`src/rtl/commu_pull_if.sv`:
```
// Handshake bundle between the packet-pull engine, the word receiver and the packet buffer.
// The slave modport is the pull engine; the master modport is whoever drives it.
interface commu_pull_if;
  logic        fire_pull;
  logic        done_pull;
  logic        err_pull;
  logic        fire_rx;
  logic [15:0] data_rx;
  logic        done_rx;
  logic        buf_wr;
  logic [7:0]  buf_d;
  logic        buf_frm;
  logic [15:0] len_pkg;

  modport master (
    output fire_pull, fire_rx, data_rx, len_pkg,
    input  done_pull, err_pull, done_rx, buf_wr, buf_d, buf_frm
  );

  modport slave (
    input  fire_pull, fire_rx, data_rx, len_pkg,
    output done_pull, err_pull, done_rx, buf_wr, buf_d, buf_frm
  );
endinterface

```
`src/rtl/commu_pull.sv`:
```
// Receive-side packet pull: gathers len_pkg/2 words from the word receiver and writes them
// into the packet buffer high byte first, with a per-word stall timeout.
module commu_pull #(
  parameter int unsigned          TO_W   = 24,
  parameter logic [TO_W-1:0]      TO_DEF = 24'hFFFFFF
) (
  input logic         clk_sys,
  input logic         rst,
  commu_pull_if.slave bus
);

  typedef enum logic [2:0] {
    StIdle,
    StWait,
    StWrh,
    StWrl,
    StAck,
    StNext,
    StDone,
    StErr
  } state_e;

  localparam logic [TO_W-1:0] ToLast = TO_DEF - TO_W'(1);

  state_e          state_q, state_d;
  logic [15:0]     cnt_word_q, cnt_word_d;
  logic [15:0]     len_w_q, len_w_d;
  logic [15:0]     data_q, data_d;
  logic [TO_W-1:0] cnt_to_q, cnt_to_d;

  logic       done_pull;
  logic       err_pull;
  logic       done_rx;
  logic       buf_wr;
  logic [7:0] buf_d;
  logic       buf_frm;

  always_comb begin
    state_d    = state_q;
    cnt_word_d = cnt_word_q;
    len_w_d    = len_w_q;
    data_d     = data_q;
    cnt_to_d   = cnt_to_q;
    done_pull  = 1'b0;
    err_pull   = 1'b0;
    done_rx    = 1'b0;
    buf_wr     = 1'b0;
    buf_d      = 8'h00;
    buf_frm    = (state_q != StIdle);

    unique case (state_q)
      StIdle: begin
        // A word offered alongside the start pulse is dropped on purpose.
        if (bus.fire_pull) begin
          len_w_d = {1'b0, bus.len_pkg[15:1]};
          state_d = (bus.len_pkg[15:1] == 15'd0) ? StDone : StWait;
        end
      end
      StWait: begin
        if (bus.fire_rx) begin
          data_d   = bus.data_rx;
          cnt_to_d = '0;
          state_d  = StWrh;
        end else begin
          if (cnt_to_q != '1) begin
            cnt_to_d = cnt_to_q + 1'b1;
          end
          if ((TO_DEF != '0) && (cnt_to_q == ToLast)) begin
            state_d = StErr;
          end
        end
      end
      StWrh: begin
        buf_wr  = 1'b1;
        buf_d   = data_q[15:8];
        state_d = StWrl;
      end
      StWrl: begin
        buf_wr     = 1'b1;
        buf_d      = data_q[7:0];
        cnt_word_d = cnt_word_q + 16'd1;
        state_d    = StAck;
      end
      StAck: begin
        done_rx = 1'b1;
        state_d = StNext;
      end
      StNext: begin
        state_d = (cnt_word_q == len_w_q) ? StDone : StWait;
      end
      StDone: begin
        done_pull  = 1'b1;
        cnt_word_d = '0;
        state_d    = StIdle;
      end
      StErr: begin
        done_pull  = 1'b1;
        err_pull   = 1'b1;
        cnt_word_d = '0;
        cnt_to_d   = '0;
        state_d    = StIdle;
      end
      default: begin
        state_d = StIdle;
      end
    endcase
  end

  always_ff @(posedge clk_sys) begin
    if (rst) begin
      state_q    <= StIdle;
      cnt_word_q <= '0;
      len_w_q    <= '0;
      data_q     <= '0;
      cnt_to_q   <= '0;
    end else begin
      state_q    <= state_d;
      cnt_word_q <= cnt_word_d;
      len_w_q    <= len_w_d;
      data_q     <= data_d;
      cnt_to_q   <= cnt_to_d;
    end
  end

  assign bus.done_pull = done_pull;
  assign bus.err_pull  = err_pull;
  assign bus.done_rx   = done_rx;
  assign bus.buf_wr    = buf_wr;
  assign bus.buf_d     = buf_d;
  assign bus.buf_frm   = buf_frm;

endmodule
```
`src/flat_wrapper.sv`:
```
// flat-port wrapper written by rule: the top's interface ports become plain ports
module commu_pull_flat 
#(
  parameter int unsigned          TO_W   = 24,
  parameter logic [TO_W-1:0]      TO_DEF = 24'hFFFFFF
)
  (clk_sys, rst, bus_fire_pull, bus_fire_rx, bus_data_rx, bus_len_pkg, bus_done_pull, bus_err_pull, bus_done_rx, bus_buf_wr, bus_buf_d, bus_buf_frm);
  commu_pull_if bus_i ();
  input logic clk_sys;
  input logic rst;
  input wire logic [$bits(bus_i.fire_pull)-1:0] bus_fire_pull;
  input wire logic [$bits(bus_i.fire_rx)-1:0] bus_fire_rx;
  input wire logic [$bits(bus_i.data_rx)-1:0] bus_data_rx;
  input wire logic [$bits(bus_i.len_pkg)-1:0] bus_len_pkg;
  output wire logic [$bits(bus_i.done_pull)-1:0] bus_done_pull;
  output wire logic [$bits(bus_i.err_pull)-1:0] bus_err_pull;
  output wire logic [$bits(bus_i.done_rx)-1:0] bus_done_rx;
  output wire logic [$bits(bus_i.buf_wr)-1:0] bus_buf_wr;
  output wire logic [$bits(bus_i.buf_d)-1:0] bus_buf_d;
  output wire logic [$bits(bus_i.buf_frm)-1:0] bus_buf_frm;
  assign bus_i.fire_pull = bus_fire_pull;
  assign bus_i.fire_rx = bus_fire_rx;
  assign bus_i.data_rx = bus_data_rx;
  assign bus_i.len_pkg = bus_len_pkg;
  assign bus_done_pull = bus_i.done_pull;
  assign bus_err_pull = bus_i.err_pull;
  assign bus_done_rx = bus_i.done_rx;
  assign bus_buf_wr = bus_i.buf_wr;
  assign bus_buf_d = bus_i.buf_d;
  assign bus_buf_frm = bus_i.buf_frm;
  commu_pull #(.TO_W(TO_W), .TO_DEF(TO_DEF)) u_core (.clk_sys(clk_sys), .rst(rst), .bus(bus_i));
endmodule
```
`config.mk`:
```
export PLATFORM = sky130hd
export DESIGN_NAME = commu_pull_flat
export DESIGN_NICKNAME = d
export VERILOG_FILES = /design/src/rtl/commu_pull_if.sv /design/src/rtl/commu_pull.sv /design/src/flat_wrapper.sv
export SDC_FILE = /design/constraint.sdc
export NUM_CORES = 1
export LEC_CHECK = 0
export ABC_AREA = 1
export CELL_PAD_IN_SITES_DETAIL_PLACEMENT = 1
export CELL_PAD_IN_SITES_GLOBAL_PLACEMENT = 1
export CORE_ASPECT_RATIO = 1.25
export CORE_MARGIN = 1
export CORE_UTILIZATION = 42
export DETAILED_ROUTE_END_ITERATION = 8
export HOLD_SLACK_MARGIN = 0.1
export PLACE_DENSITY_LB_ADDON = 0.1
export SYNTH_ARGS = -nofsm -noshare
export SYNTH_HDL_FRONTEND = slang
export SYNTH_SLANG_ARGS = --single-unit
```
`constraint.sdc`:
```
create_clock -name clk_sys -period 4.55 [get_ports clk_sys]
set_clock_uncertainty 0.1 [all_clocks]
set_input_delay 0.455 -clock clk_sys [delete_from_list [all_inputs] [get_ports clk_sys]]
set_output_delay 0.455 -clock clk_sys [all_outputs]
set_load 0.005 [all_outputs]
```
# Word-level counts from Yosys, hierarchy flattened
# Cells that the tools add are included.
totals:
  reg_bits: 74
  latchBits: 0
  ram_bits: 0
  rom_bits: 0
  input_bits: 36
  out_inout_bits: 13
  elab_cells: 46
  n_memories: 0
classes:
  add_sub_neg: 2
  multipliers: 0
  n_div: 0
  magnitude_cmp: 0
  eq_ne: 13
  shifts: 0
  muxes: 15
  n_bitwise: 0
  reduce_logical: 11
op_table:
  columns: ["op", "count"]
  rows:
  - ["$mux W24", 2]
  - ["$pmux W24 S2", 1]
  - ["$pmux W16 S2", 1]
  - ["$add A24 B1 Y24 const B", 1]
  - ["$eq A24 B24 Y1 const B", 1]
  - ["$ne A24 B24 Y1 const B", 1]
  - ["$pmux W3 S7", 1]
  - ["$add A16 B1 Y16 const B", 1]
  - ["$eq A16 B15 Y1", 1]
  - ["$pmux W8 S2", 1]
  - ["$logic_not A15 Y1", 1]
  - ["$mux W3", 5]
  - ["$eq A3 B3 Y1 const B", 4]
  - ["$reduce_and A2 Y1", 4]
  - ["$eq A3 B2 Y1 const B", 2]
  - ["$ne A3 B2 Y1 const B", 2]
  - ["$mux W1", 4]
  - ["$reduce_bool A2 Y1", 2]
  - ["$reduce_or A2 Y1", 2]
  - ["$eq A3 B1 Y1 const B", 1]
  - ["$logic_not A3 Y1", 1]
  - ["$reduce_bool A3 Y1", 1]
  - ["$ne A2 B2 Y1 const B", 1]

# Depth between registers and ports, before layout
# Gate-level depths: netlist of the first run.
logic_depth:
  word_depth: 4
  depth_mapped: 12
  mapped_depth_nobuf: 12

# Worst setup path after synthesis of the first run
# OpenSTA, ideal clock, no wires.
synth_timing:
  path_kind: "register -> output"
  startpoint: "register u_core.state_q[1]"
  endpoint: "output port bus_buf_d[0]"
  arrival_time_ns: 1.274
  required_ns: 3.995
  setup_slack_ns: 2.721
  stages_incl_launch_ff: 6
  path_cell_list: "dfxtp_1 nand2_1 nor2_1 clkbuf_1 buf_1 a32o_1"
synth_between:
  elab_chain_cells: 2
  elab_cells_between_ends: 3
synth_lines:
  columns: ["element", "line_no", "text"]
  rows:
  - ["start: declaration", "commu_pull.sv:25", "state_e state_q, state_d;"]
  - ["start signal: assignment", "commu_pull.sv:111", "state_q <= StIdle;"]
  - ["start signal: assignment", "commu_pull.sv:117", "state_q <= state_d;"]
  - ["$eq A3 B2 Y1", "commu_pull.sv:51", "unique case (state_q)"]
  - ["$pmux W8 S2 (*)", "commu_pull.sv:51", null]
  - ["end: declaration", "flat_wrapper.sv:19", "output wire logic [$bits(bus_i.buf_d)-1:0] bus_buf_d;"]
# Mark *: on every way between the ends. The rest lies on a longest branch, timed or not.

# Worst setup path in the final report of the first run
layout_timing:
  startpoint: "register u_core.state_q[1]"
  endpoint: "output port bus_buf_wr"
layout_between:
  elab_chain_cells: 3
  elab_cells_between_ends: 4
layout_lines:
  columns: ["element", "line_no", "text"]
  rows:
  - ["$eq A3 B2 Y1", "commu_pull.sv:51", null]
  - ["$reduce_or A2 Y1 (no source line) (*)", null, null]
  - ["$mux W1 (*)", "commu_pull.sv:51", null]
  - ["end: declaration", "flat_wrapper.sv:18", "output wire logic [$bits(bus_i.buf_wr)-1:0] bus_buf_wr;"]
# Marks and branches as above.

==> results of run 1 <==
how the worst min path moves through the flow:
stage / endpoint
6_report: u_core.len_w_q[13]$_SDFFE_PP0P_
5_1_grt: u_core.len_w_q[5]$_SDFFE_PP0P_
4_1_cts: u_core.len_w_q[13]$_SDFFE_PP0P_
3_5_place_dp: u_core.len_w_q[13]$_SDFFE_PP0P_
3_3_place_gp: u_core.len_w_q[2]$_SDFFE_PP0P_
2_1_floorplan: u_core.len_w_q[0]$_SDFFE_PP0P_
per-layer routing:
metal,vias up,track usage,share of wire
met5,-,0,0
met4,0,0.1005,0.022
met3,17,0.03202,0.025
met2,61,0.4626,0.53
met1,1985,0.2788,0.43
li1,2100,-,-
power by group through the flow:
stage               registers (mW)  logic, mW  clock network (mW)
floorplan                    0.803      0.456                   0
global placement             0.825      0.620                   0
detailed placement           0.833      0.642                   0
CTS                          0.821      0.648               0.675
global route                 0.833      0.716               0.703
finish                       0.822      0.640               0.662
worst register-to-register path, cell delays in order (launching register included):
cell and delay [ns]:
dfxtp_1 0.48, nor2_1 0.17, nand2_1 0.12, nor2_1 0.72, inv_1 0.49, nor2_1 0.24
nor2_1 0.06
final cells by class:
cell class	count	area (µm²)
clock buffer	12	256.5
clock inverter	3	15.01
fill	1272	4374
inverter	72	270.3
multi-input combinational	460	2137
sequential	74	1481
tap	123	153.9
timing repair buffer	49	485.5
cells in the final DEF, fill, tap and decap left out, types with 3 or more instances in the layout:
cell type          n
nor2_1           116
a32o_1             8
a31oi_1            4
nor4_1             3
or2_2              3
clkdlybuf4s50_1   47
clkbuf_16          9
dfxtp_1           74
nor2_2             4
nand2_1          155
clkinv_2           3
inv_1             71
ha_1               3
nand3_1           30
a21oi_1           39
nor3_1            19
o21ai_0           44
nand4_1           13
nor2_4             3
state kept, by name (all words and copies together), names as in the netlist:
signal / count
u_core.cnt_word_q: 16
u_core.cnt_to_q: 24
u_core.len_w_q: 15
u_core.data_q: 16
u_core.state_q: 3
stage by stage:
step / instances / hold slack, ns / power (mW) / util
floorplan: 623 / 0.3433 / 1.259 / -
global placement: 778 / 0.3543 / 1.446 / 0.4936
detailed placement: 778 / 0.3639 / 1.475 / 0.4936
CTS: 793 / 0.3736 / 2.144 / 0.5232
global route: 793 / 0.4060 / 2.253 / 0.5232
finish: 793 / 0.3721 / 2.124 / 0.5232
kinds of logic (layout without fill, tap and decap cells):
group / count (synthesis) / count (layout) / synth area share
fa+ha+maj: 3 / 3 / 0.009450
buf+inv: 89 / 136 / 0.08913
flops: 74 / 74 / 0.3729
compound gates: 100 / 100 / 0.1417
simple gates: 355 / 355 / 0.3824
xor+xnor: 2 / 2 / 0.004410
==> impl_metrics.py, run 1 <==
metrics = {
    "power_and_ir_drop": {
        "seqPwrFrac": 0.387,
        "cellLeakagePower_nw": 1.856,
        "p_int_mw": 1.353,
        "p_switching_mw": 0.7705,
        "p_sw_frac": 0.3628,
        "pwr-share-clk": 0.312,
        "ir_worst_vdd_v": 0.0002345,
        "p_per_area_nw_per_um2": 442.5,
        "p_comb_frac": 0.301,
    },
    "sta": {
        "maxSlewViolCount": 0,
        "fin_crit_sh": 0.6253,
        "fmaxAchievable_ghz": 0.3515,
        "setup_slack_ns": 1.705,
        "rsz0062_at_grt": "false",
        "finalHoldViolCount": 0,
        "finalCriticalPeriod_ns": 2.845,
        "worst_slew_pin_slew_ns": 0.9254,
        "fin_setup_tns_ns": 0,
        "setup_violations": 0,
        "slew_headroom": 0.3816,
    },
    "cts": {
        "numCtsBuffers": 9,
        "ctsHoldBuffers": 0,
        "postCtsSetupBuffers": 0,
        "cts.sinks": 74,
        "clkLatencyLatePin_ns": 0.34,
        "path_clk_slew_ns": 0.06,
        "cts_buffer_depth": 2,
        "ctsResizeCount": 0,
        "htreeDepth": 3,
        "cts_tree": "yes",
        "cts-root-buf": "clkbuf_16",
    },
    "synth": {
        "synth_area_per_cell_um2": 6.377,
        "yosys_warnings": 0,
        "yosys-top-cells-area": "dfxtp_1 (37%), nand2_1 (15%), nor2_1 (11%)",
        "synth.largest_area_cell": "dfxtp_1",
        "synth_edf_count": 0,
        "ys_seq_elements": 74,
        "yosysMostFrequentCell": "nand2_1",
        "synth_commonest_cells": "nand2_1 (155), nor2_1 (116), dfxtp_1 (74)",
        "netlist_instances": 623,
        "synth.net_count": 662,
        "ys_types": 35,
        "async_reset_ff_frac": 0,
        "synth_top_area_share": 0.3729,
        "yosysSeqAreaShare": 0.3729,
        "ys_dominant_reg_cell": "dfxtp_1",
        "synthesis.area_um2": 3973,
    },
    "global_route": {
        "grt_util_all_layers": 0.2497,
        "grt_pass1_vias": 4126,
        "grt_pass1_wl_um": 19010,
        "antenna_found_initial": 0,
        "grt_max_degree": 36,
        "globalRouteOverflowTotal": 0,
    },
    "die": {
        "pin_count": 49,
        "fp.dieH_um": 110.7,
        "die_w_um": 88.99,
        "start_util": 0.4330,
        "die-area_um2": 9854,
        "fp-row-count": 39,
        "core_um2": 9174,
    },
    "placed_design": {
        "placed_cell_area_um2": 4528,
        "hpwlAfterDp_um": 8512,
        "portBuffers": 47,
        "routabilityCongestion": 0.8598,
        "dp_slack_ns": 1.678,
    },
    "worst_hold_path": {
        "hold_depth": 2,
        "hold_start": "u_core.len_w_q[13]$_SDFFE_PP0P_",
        "hp-class": "flop to flop",
    },
    "critical_path": {
        "crit_top_cell": "nand2_1",
        "crit_path_max_fanout": 19,
        "cpMaxStageDelayCell": "dfxtp_1",
        "startpoint": "u_core.state_q[1]$_SDFFE_PP0P_",
        "crit_type": "flop to primary output",
        "arrival_ns": 2.29,
        "critical_path.cell_chain": "nand2_1 > nor2_1 > buf_4 > inv_1 > nand2_1 > clkdlybuf4s50_1",
        "cpPeakStageDelay_ns": 0.68,
        "crit_buf_inv": 3,
        "cp-endpoint": "bus_buf_wr",
        "rrSetupSlack_ns": 2.04,
        "startpoint_type": "flop",
        "r2r-end": "u_core.data_q[12]$_SDFFE_PP0P_",
        "r2r_start": "u_core.state_q[1]$_SDFFE_PP0P_",
        "path_delay_family": "buffers and inverters",
        "reg2regPathDepth": 6,
        "endpoint_kind": "primary output",
        "path_depth": 6,
        "cp_data_required_time_ns": 3.99,
    },
    "layout": {
        "final_nets": 705,
        "final_area_um2": 4800,
        "antenna_cells": 0,
        "drive_gt1_frac": 0.04627,
        "syn_to_final_growth_pct": 20.82,
    },
    "routing": {
        "via_count": 4163,
        "post_drt_via_cell_ratio": 5.250,
        "first_pass_iters": 4,
        "drtIter0Drc": 166,
        "drtAntennaViolNets": 0,
        "routed_wl_um": 11590,
        "drc_errors": 0,
        "wl_per_cell_um": 14.61,
    },
    "run_status": {
        "status": "completed",
    },
    "job": {
        "maxCapViolations": 0,
    },
}
Power figures use the tool's default switching activity.
==> inputs of run 2 (changes only) <==
- CORE_UTILIZATION: 42 -> 35
- clock period: 4.55 -> 2.4 ns (I/O delays scaled with it)
==> run 2 against run 1 <==
Hold slack better by 0.0032 ns. Via count is 0.41% higher. Cell area is 4.8% higher. Largest cell class unchanged.
==> impl_metrics.py, run 2 (same netlist as run 1, synthesis figures left out) <==
metrics = {
    "run_status": {
        "status": "completed",
    },
    "routing": {
        "via_count": 4180,
        "first_pass_iters": 4,
        "drc_errors": 0,
        "wl_per_cell_um": 15.10,
        "routed_wl_um": 12430,
        "drtIter0Drc": 98,
        "post_drt_via_cell_ratio": 5.079,
        "drtAntennaViolNets": 0,
    },
    "sta": {
        "rsz0062_at_grt": "false",
        "fin_crit_sh": 0.9420,
        "worst_slew_pin_slew_ns": 0.7242,
        "finalHoldViolCount": 0,
        "fin_setup_tns_ns": 0,
        "slew_headroom": 0.5135,
        "maxSlewViolCount": 0,
        "fmaxAchievable_ghz": 0.4423,
        "setup_violations": 0,
        "finalCriticalPeriod_ns": 2.261,
    },
    "layout": {
        "layout_commonest_cell": "nand2_1",
        "largestRegisters": "u_core.cnt_to_q: 24 flops, u_core.cnt_word_q: 16 flops, u_core.data_q: 16 flops",
        "final_nets": 722,
        "regArea_um2": 1483,
        "mostFrequentLayoutCells": "nand2_1 (155), nor2_1 (116), dfxtp_1 (73)",
        "final_area_um2": 5029,
        "top_register": "u_core.cnt_to_q",
        "drive_gt1_frac": 0.07413,
        "nFillCells": 1475,
        "multiInputGateArea_um2": 2137,
        "syn_to_final_growth_pct": 26.58,
        "largest_register_ffs": 24,
        "antenna_cells": 0,
    },
    "power_and_ir_drop": {
        "p_switching_mw": 1.524,
        "p_int_mw": 2.988,
        "seqPwrFrac": 0.341,
        "ir_worst_vdd_v": 0.0003593,
        "cellLeakagePower_nw": 1.977,
        "p_per_area_nw_per_um2": 897.4,
        "p_sw_frac": 0.3378,
        "p_comb_frac": 0.303,
        "pwr-share-clk": 0.357,
    },
    "global_route": {
        "antenna_found_initial": 0,
        "grt_max_degree": 20,
        "grt_pass1_wl_um": 20690,
        "grt_util_all_layers": 0.2210,
        "grt_pass1_vias": 4383,
        "globalRouteOverflowTotal": 0,
    },
    "cts": {
        "clkLatencyLatePin_ns": 0.34,
        "numCtsBuffers": 9,
        "path_clk_slew_ns": 0.06,
        "cts-root-buf": "clkbuf_16",
        "cts_tree": "yes",
        "cts_buffer_depth": 2,
        "cts.sinks": 74,
        "postCtsSetupBuffers": 0,
        "htreeDepth": 3,
        "ctsHoldBuffers": 0,
        "ctsResizeCount": 0,
    },
    "critical_path": {
        "startpoint_type": "flop",
        "arrival_ns": 1.92,
        "endpoint_kind": "primary output",
        "crit_path_max_fanout": 19,
        "cp_data_required_time_ns": 2.06,
        "reg2regPathDepth": 11,
        "crit_type": "flop to primary output",
    },
    "die": {
        "fp.dieH_um": 121.1,
        "fp-row-count": 43,
        "die_w_um": 97.29,
        "start_util": 0.3584,
        "core_um2": 11080,
        "die-area_um2": 11780,
        "pin_count": 49,
    },
    "placed_design": {
        "routabilityCongestion": 0.8497,
        "hpwlAfterDp_um": 9641,
        "portBuffers": 47,
        "placed_cell_area_um2": 4671,
    },
    "worst_hold_path": {
        "hp-class": "flop to flop",
        "hold_depth": 2,
    },
    "job": {
        "maxCapViolations": 0,
    },
}
run 2: cell types whose count changed in the layout (fill, tap and decap cells not counted), sizes merged:
cell and delta:
clkbuf -1, buf +17, bufinv +3, clkinv -1
run 2: worst paths after layout:
path	start	end	slack [ns]
setup / recovery	u_core.state_q[0]$_SDFFE_PP0P_	bus_buf_wr	0.14
hold reg to reg	u_core.len_w_q[14]$_SDFFE_PP0P_	u_core.len_w_q[14]$_SDFFE_PP0P_	0.38
setup reg to reg	u_core.cnt_to_q[0]$_SDFFE_PP0P_	u_core.cnt_to_q[2]$_SDFFE_PP0P_	0.32
hold / removal	u_core.len_w_q[14]$_SDFFE_PP0P_	u_core.len_w_q[14]$_SDFFE_PP0P_	0.38
run 2: power groups by stage:
stage | Sequential, mW | Combinational (mW) | Clock, mW
finish | 1.54 | 1.37 | 1.61
CTS | 1.53 | 1.39 | 1.64
global route | 1.56 | 1.53 | 1.68
global placement | 1.55 | 1.33 | 0
floorplan | 1.52 | 0.865 | 0
detailed placement | 1.56 | 1.38 | 0
run 2: layout make-up:
type                       count  share of cell area
timing repair buffer          66              0.1227
tap                          135             0.03359
multi-input combinational    460              0.4250
clock inverter                 5             0.01991
inverter                      72             0.05374
clock buffer                  11             0.05026
sequential                    74              0.2948
run 2: layer usage:
layer	GRT usage	wire (µm)	up-vias	part of all wire
met3	0.03111	253	21	0.020
met5	0	0	-	0
met2	0.4357	6754	42	0.54
met1	0.2379	5195	1989	0.42
met4	0.07721	225	0	0.018
li1	-	-	2128	-
run 2: metrics by stage:
| stage | power, mW | setup slack [ns] | instances | utilization | hold WS (ns) |
|---|---|---|---|---|---|
| 5_1_grt | 4.777 | 0.04675 | 823 | 0.4537 | 0.3957 |
| 2_1_floorplan | 2.387 | 0.6789 | 623 | - | 0.2091 |
| 3_5_place_dp | 2.939 | 0.3191 | 807 | 0.4214 | 0.3657 |
| 3_3_place_gp | 2.874 | 0.3660 | 807 | 0.4214 | 0.3565 |
| 6_report | 4.513 | 0.1392 | 823 | 0.4537 | 0.3753 |
| 4_1_cts | 4.558 | 0.01452 | 823 | 0.4533 | 0.3755 |
run 2: critical path: stages (launching register included):
cell and delay [ns]:
dfxtp_1 0.39, nand2_1 0.07, nor2_1 0.17, buf_6 0.23
inv_1 0.13, nand2_1 0.10, clkdlybuf4s50_1 0.50
